$ cat src/rtl/edge_event_arbiter.sv
// Multi-channel edge-event scheduler: captures per-channel rising/falling edges as
// pending events and hands them one at a time to a valid/ready consumer in round-robin order.
module edge_event_arbiter #(
    parameter int NUM_CH = 4,
    parameter int IDX_W  = 2
) (
    input  logic              clk,
    input  logic              rst,
    input  logic              ena,
    input  logic [NUM_CH-1:0] data_in,
    input  logic [NUM_CH-1:0] rise_en,
    input  logic [NUM_CH-1:0] fall_en,
    output logic              evt_valid,
    input  logic              evt_ready,
    output logic [IDX_W-1:0]  evt_ch,
    output logic              evt_type,
    output logic [NUM_CH-1:0] pending,
    output logic [NUM_CH-1:0] overflow,
    input  logic [NUM_CH-1:0] ovf_clr
);

    typedef enum logic [0:0] {
        IDLE  = 1'b0,
        OFFER = 1'b1
    } state_t;

    state_t            state_r;
    state_t            state_nxt_s;
    logic [NUM_CH-1:0] data_dly_r;
    logic [NUM_CH-1:0] pending_r;
    logic [NUM_CH-1:0] ptype_r;
    logic [NUM_CH-1:0] overflow_r;
    logic [NUM_CH-1:0] rise_s;
    logic [NUM_CH-1:0] fall_s;
    logic [NUM_CH-1:0] det_s;
    logic [NUM_CH-1:0] grant_s;
    logic [NUM_CH-1:0] pending_nxt_s;
    logic [NUM_CH-1:0] ptype_nxt_s;
    logic [NUM_CH-1:0] overflow_nxt_s;
    logic [IDX_W-1:0]  ptr_r;
    logic [IDX_W-1:0]  ptr_nxt_s;
    logic [IDX_W-1:0]  sel_s;
    logic [IDX_W:0]    idx_s;
    logic              found_s;
    logic              any_pend_s;
    logic              load_s;
    logic              evt_valid_r;
    logic              evt_type_r;
    logic [IDX_W-1:0]  evt_ch_r;

    assign rise_s     = {NUM_CH{ena}} & data_in & ~data_dly_r & rise_en;
    assign fall_s     = {NUM_CH{ena}} & ~data_in & data_dly_r & fall_en;
    assign det_s      = rise_s | fall_s;
    assign any_pend_s = |pending_r;

    // Round-robin pick: first pending channel at or after ptr, wrapping modulo NUM_CH
    always_comb begin
        sel_s   = '0;
        found_s = 1'b0;
        idx_s   = '0;
        for (int k = 0; k < NUM_CH; k++) begin
            idx_s = {1'b0, ptr_r} + (IDX_W+1)'(k);
            if (idx_s >= (IDX_W+1)'(NUM_CH)) begin
                idx_s = idx_s - (IDX_W+1)'(NUM_CH);
            end else begin
                idx_s = idx_s;
            end
            if (!found_s && pending_r[idx_s[IDX_W-1:0]]) begin
                sel_s   = idx_s[IDX_W-1:0];
                found_s = 1'b1;
            end else begin
                found_s = found_s;
            end
        end
        if (sel_s == (IDX_W)'(NUM_CH-1)) begin
            ptr_nxt_s = '0;
        end else begin
            ptr_nxt_s = sel_s + (IDX_W)'(1);
        end
    end

    // Handshake FSM: decides when a new event is loaded into the output stage
    always_comb begin
        state_nxt_s = state_r;
        load_s      = 1'b0;
        case (state_r)
            IDLE: begin
                if (any_pend_s) begin
                    load_s      = 1'b1;
                    state_nxt_s = OFFER;
                end else begin
                    state_nxt_s = IDLE;
                end
            end
            OFFER: begin
                if (evt_ready) begin
                    if (any_pend_s) begin
                        load_s      = 1'b1;
                        state_nxt_s = OFFER;
                    end else begin
                        state_nxt_s = IDLE;
                    end
                end else begin
                    state_nxt_s = OFFER;
                end
            end
            default: state_nxt_s = IDLE;
        endcase
    end

    // Per-channel pending/type/overflow update; a re-edge on the channel being granted re-arms it
    always_comb begin
        grant_s        = '0;
        pending_nxt_s  = pending_r;
        ptype_nxt_s    = ptype_r;
        overflow_nxt_s = overflow_r;
        for (int i = 0; i < NUM_CH; i++) begin
            grant_s[i] = load_s && (sel_s == (IDX_W)'(i));
            if (det_s[i]) begin
                if (!pending_r[i] || grant_s[i]) begin
                    pending_nxt_s[i] = 1'b1;
                    ptype_nxt_s[i]   = rise_s[i];
                end else begin
                    overflow_nxt_s[i] = 1'b1;
                end
            end else if (grant_s[i]) begin
                pending_nxt_s[i] = 1'b0;
            end else begin
                pending_nxt_s[i] = pending_r[i];
            end
            if (ovf_clr[i] && !(det_s[i] && pending_r[i] && !grant_s[i])) begin
                overflow_nxt_s[i] = 1'b0;
            end else begin
                overflow_nxt_s[i] = overflow_nxt_s[i];
            end
        end
    end

    // State, history and event-flag registers
    always_ff @(posedge clk or posedge rst) begin
        if (rst) begin
            state_r    <= IDLE;
            data_dly_r <= '0;
            pending_r  <= '0;
            ptype_r    <= '0;
            overflow_r <= '0;
            ptr_r      <= '0;
        end else begin
            state_r    <= state_nxt_s;
            data_dly_r <= ena ? data_in : data_dly_r;
            pending_r  <= pending_nxt_s;
            ptype_r    <= ptype_nxt_s;
            overflow_r <= overflow_nxt_s;
            ptr_r      <= load_s ? ptr_nxt_s : ptr_r;
        end
    end

    // Output stage: holds the offered event stable until it is accepted
    always_ff @(posedge clk or posedge rst) begin
        if (rst) begin
            evt_valid_r <= 1'b0;
            evt_ch_r    <= '0;
            evt_type_r  <= 1'b0;
        end else if (load_s) begin
            evt_valid_r <= 1'b1;
            evt_ch_r    <= sel_s;
            evt_type_r  <= ptype_r[sel_s];
        end else if ((state_r == OFFER) && evt_ready) begin
            evt_valid_r <= 1'b0;
        end else begin
            evt_valid_r <= evt_valid_r;
        end
    end

    assign evt_valid = evt_valid_r;
    assign evt_ch    = evt_ch_r;
    assign evt_type  = evt_type_r;
    assign pending   = pending_r;
    assign overflow  = overflow_r;

endmodule

$ cat config.mk
export PLATFORM = sky130hd
export DESIGN_NAME = edge_event_arbiter
export DESIGN_NICKNAME = d
export VERILOG_FILES = /design/src/rtl/edge_event_arbiter.sv
export SDC_FILE = /design/constraint.sdc
export NUM_CORES = 1
export LEC_CHECK = 0
export BUFFER_PORTS_ARGS = -buffer_cell sky130_fd_sc_hd__buf_2
export CORE_ASPECT_RATIO = 1.5
export CORE_MARGIN = 2
export CORE_UTILIZATION = 55
export CTS_CLUSTER_SIZE = 30
export DETAILED_ROUTE_END_ITERATION = 10
export PLACE_DENSITY_LB_ADDON = 0.08
export SYNTH_ARGS = -nofsm -noshare
export SYNTH_HDL_FRONTEND = slang
export SYNTH_SLANG_ARGS = --single-unit
$ cat constraint.sdc
create_clock -name clk -period 3.95 [get_ports clk]
set_clock_uncertainty 0.1 [all_clocks]
set_input_delay 0.9875 -clock clk [delete_from_list [all_inputs] [get_ports clk]]
set_output_delay 0.9875 -clock clk [all_outputs]
set_load 0.01 [all_outputs]
==> impl_metrics.csv <==
group,metric,value,unit
outcome,outcome,"complete, no violations",
synth,synthTopCellsByCount,"dfrtp_1, nand2_1, inv_1, o21ai_0, nor2_1",
worst_setup_path,reg2reg_to,"ptype_r[0]$_DFFE_PP0P_",
synth,async_flop_share,1.00,
die,pin_count,32,
timing,fin_crit,2220,ps
clock_tree,cts_sinks,23,
timing,worstMarginPinSlew,854,ps
synth,synth_fp_nets,146,
die,core.rowCount,20,
synth,synth.distinct_cells,36,
power_and_ir_drop,intPower,0.548,mW
global_routing,grt_usage,0.191,
clock_tree,clkTransAtPathRegs,120,ps
worst_setup_path,required,4060,ps
worst_setup_path,cp_slowest_stage_delay,500,ps
global_routing,grt_first_pass_wirelength,3.71,mm
worst_setup_path,slowest_stage,"dfrtp_1",
cells_and_area,antenna_cells,0,
detailed_routing,drt_pre_antenna_iters,4,
detailed_routing,drtIter0Drc,8,
synth,post_synth.cell_area_avg,9.81,um2
worst_setup_path,path_class,"register to register",
worst_setup_path,worst_path_most_repeated_cell,"a21oi_1",
worst_setup_path,critPathLaunch,"ptr_r[1]$_DFFE_PP0P_",
power_and_ir_drop,leakage,0.658,nW
global_routing,grt_pass1_vias,883,
worst_setup_path,path_buf_inv,2,
power_and_ir_drop,power_frac_clock,0.111,
worst_setup_path,critical_path_arrival,2340,ps
clock_tree,cts_setup_buffers,0,
synth,synth_fa_ha_area_frac,0.0418,
cells_and_area,final_cell_area,0.00139,mm2
synth,synthFlopType,"dfrtp_1",
detailed_routing,vias_per_cell,5.39,
synth,synth_compound_area_frac,0.194,
die,die_height,61.1,um
die,fp.dieW,42.1,um
place,pre_cts_ws,1740,ps
cells_and_area,drive_gt1_frac,0.305,
synth,syn_area,0.00120,mm2
power_and_ir_drop,p_sw_frac,0.438,
synth,synth.area.mux_share,0.0543,
power_and_ir_drop,power_density,699,mW/mm2
timing,clock.fmax,450,MHz
synth,synth_top_area_frac,0.481,
clock_tree,clock-root-buffer,"clkbuf_4",
detailed_routing,drt-total-wl,2.26,mm
worst_setup_path,r2r_start,"ptr_r[1]$_DFFE_PP0P_",
cells_and_area,fill_cells,185,
power_and_ir_drop,peakVddDrop,0.300,mV
timing,post-route-period-util,0.563,
place,globalplace.congestion,0.903,
synth,syn-instance-count,122,
worst_setup_path,rr_worst_depth,10,
place,portBuffers,31,
hold_path,hold_depth,2,
detailed_routing,wl_per_cell,12.8,um
synth,synth-xor-area-share,0,
timing,setup_violations,0,
clock_tree,clk_latency,310,ps
worst_setup_path,path_cells,"nand3_1 -> a21oi_1 -> a211oi_4 -> inv_2 -> ha_1 -> inv_1 -> o21ai_0 -> nand4_1 -> a21oi_1 -> nor2_1",
detailed_routing,num_vias,948,
hold_path,hp-class,"register to register",
synth,yosysWarnings,0,
worst_setup_path,start_kind,"register",
synth,synth_top_family_by_area,"compound AO/OA/AOI/OAI gates",
clock_tree,cts_resized,0,
die,start_util,0.584,
clock_tree,cts_buffers,3,
power_and_ir_drop,seqPwrFrac,0.404,
cells_and_area,multi_input_area,562,um2
timing,slew_headroom,0.430,
clock_tree,htreeDepth,1,
timing,hold_slack,380,ps
worst_setup_path,path_max_fanout,6,
global_routing,grt_antenna_before_repair,0,
synth,post-synth-top-count-cell,"dfrtp_1",
timing,fin_ws,1730,ps
run,maxCapViolCount,0,
clock_tree,cts_tree,"built",
cells_and_area,ff_latch_area,576,um2
timing,drv_slew,0,
worst_setup_path,r2r_setup_slack,1730,ps
synth,synth_top_cell_by_area,"dfrtp_1",
worst_setup_path,critPathTopFamily,"compound AO/OA/AOI/OAI gates",
place,dpl-instance-area,0.00137,mm2
synth,synth_edf_count,0,
hold_path,min_to,"evt_valid$_DFFE_PP0P_",
place,dp_hpwl,1.72,mm
timing,fin_setup_tns,0,ps
detailed_routing,drc,0,
timing,rsz0062_at_grt,"false",
detailed_routing,drt.antenna.violating_nets,0,
cells_and_area,syn_to_final_growth,16.4,%
power_and_ir_drop,power_switching,0.426,mW
synth,yosysSeqAreaShare,0.481,
die,core_area,0.00205,mm2
synth,synthTopCellsByArea,"dfrtp_1, nand2_1, ha_1",
synth,synthSimpleGateAreaFrac,0.179,
timing,hold_viol_final,0,
clock_tree,hold_buffers,0,
clock_tree,cts_buffer_depth,2,
global_routing,grt_max_degree,24,
power_and_ir_drop,comb_power_share,0.486,
synth,synth-seq-cells,23,
die,die_area,0.00257,mm2
global_routing,overflow,0,
worst_setup_path,cp-end-kind,"register",
hold_path,hold_start,"evt_valid$_DFFE_PP0P_",
cells_and_area,layout.nets,179,
state kept, by name (all words and copies together), names as in the netlist:
register,count
ptype_r,4
evt_ch,2
ptr_r,2
overflow,4
data_dly_r,4
state_r,1
pending,4
evt_valid,1
evt_type,1
area by class of cell:
class / count / share of cell area
inverters: 12 / 0.0341
well taps: 22 / 0.0197
repair buffers: 31 / 0.111
multi-input cells: 84 / 0.403
clock buffers: 4 / 0.0189
flip-flops and latches: 23 / 0.413
cell usage in the layout, fill, tap and decap left out, drive strengths merged, types with 2 or more instances in the layout:
cell	count
buf	31
dfrtp	23
nand2	22
inv	12
o21ai	11
nor2	7
a21oi	6
mux2	4
o22ai	4
ha	4
clkbuf	4
nor2b	2
nand4	2
nand4b	2
a41oi	2
nand3	2
mux2i	2
a21boi	2
a211oi	2
power by group through the flow:
stage | clock network [mW] | logic, mW | registers (mW)
floorplan | 0 | 0.336 | 0.403
global placement | 0 | 0.463 | 0.393
detailed placement | 0 | 0.475 | 0.399
CTS | 0.113 | 0.479 | 0.393
global route | 0.120 | 0.524 | 0.404
finish | 0.108 | 0.473 | 0.393
worst max path at each step:
stage                                end  slack (ps)  cells after the start
3_5_place_dp      ptype_r[1]$_DFFE_PP0P_        1740                      5
4_1_cts           ptype_r[0]$_DFFE_PP0P_        1750                     10
2_1_floorplan  data_dly_r[3]$_DFFE_PP0P_        1900                      3
3_3_place_gp      ptype_r[3]$_DFFE_PP0P_        1740                      5
5_1_grt           ptype_r[0]$_DFFE_PP0P_        1470                     10
6_report          ptype_r[0]$_DFFE_PP0P_        1730                     10
layer usage:
layer / routed length, um / part of all wire / track usage / vias to the layer above
met5: 0 / 0 / 0 / -
met2: 1190 / 0.53 / 0.337 / 17
met1: 986 / 0.44 / 0.239 / 447
met4: 17 / 0.0075 / 0.0938 / 0
li1: - / - / - / 482
met3: 68 / 0.030 / 0.0176 / 2
per-stage QoR:
step | utilization | cells | total power [mW]
2_1_floorplan | - | 122 | 0.739
3_3_place_gp | 0.666 | 172 | 0.856
3_5_place_dp | 0.666 | 172 | 0.874
4_1_cts | 0.679 | 176 | 0.984
5_1_grt | 0.679 | 176 | 1.05
6_report | 0.679 | 176 | 0.974
worst register-to-register path: stages, from the launching register on:
cell and delay (ps):
dfrtp_1 500, nand3_1 110, a21oi_1 260, a211oi_4 90
inv_2 120, ha_1 160, inv_1 30, o21ai_0 380
nand4_1 150, a21oi_1 180, nor2_1 60
cell families after synthesis:
logic type,after synthesis
mux,6
fa+ha+maj,4
buf+inv,15
simple gates,43
compound gates,31
flops,23
(Power assumes the default switching activity.)
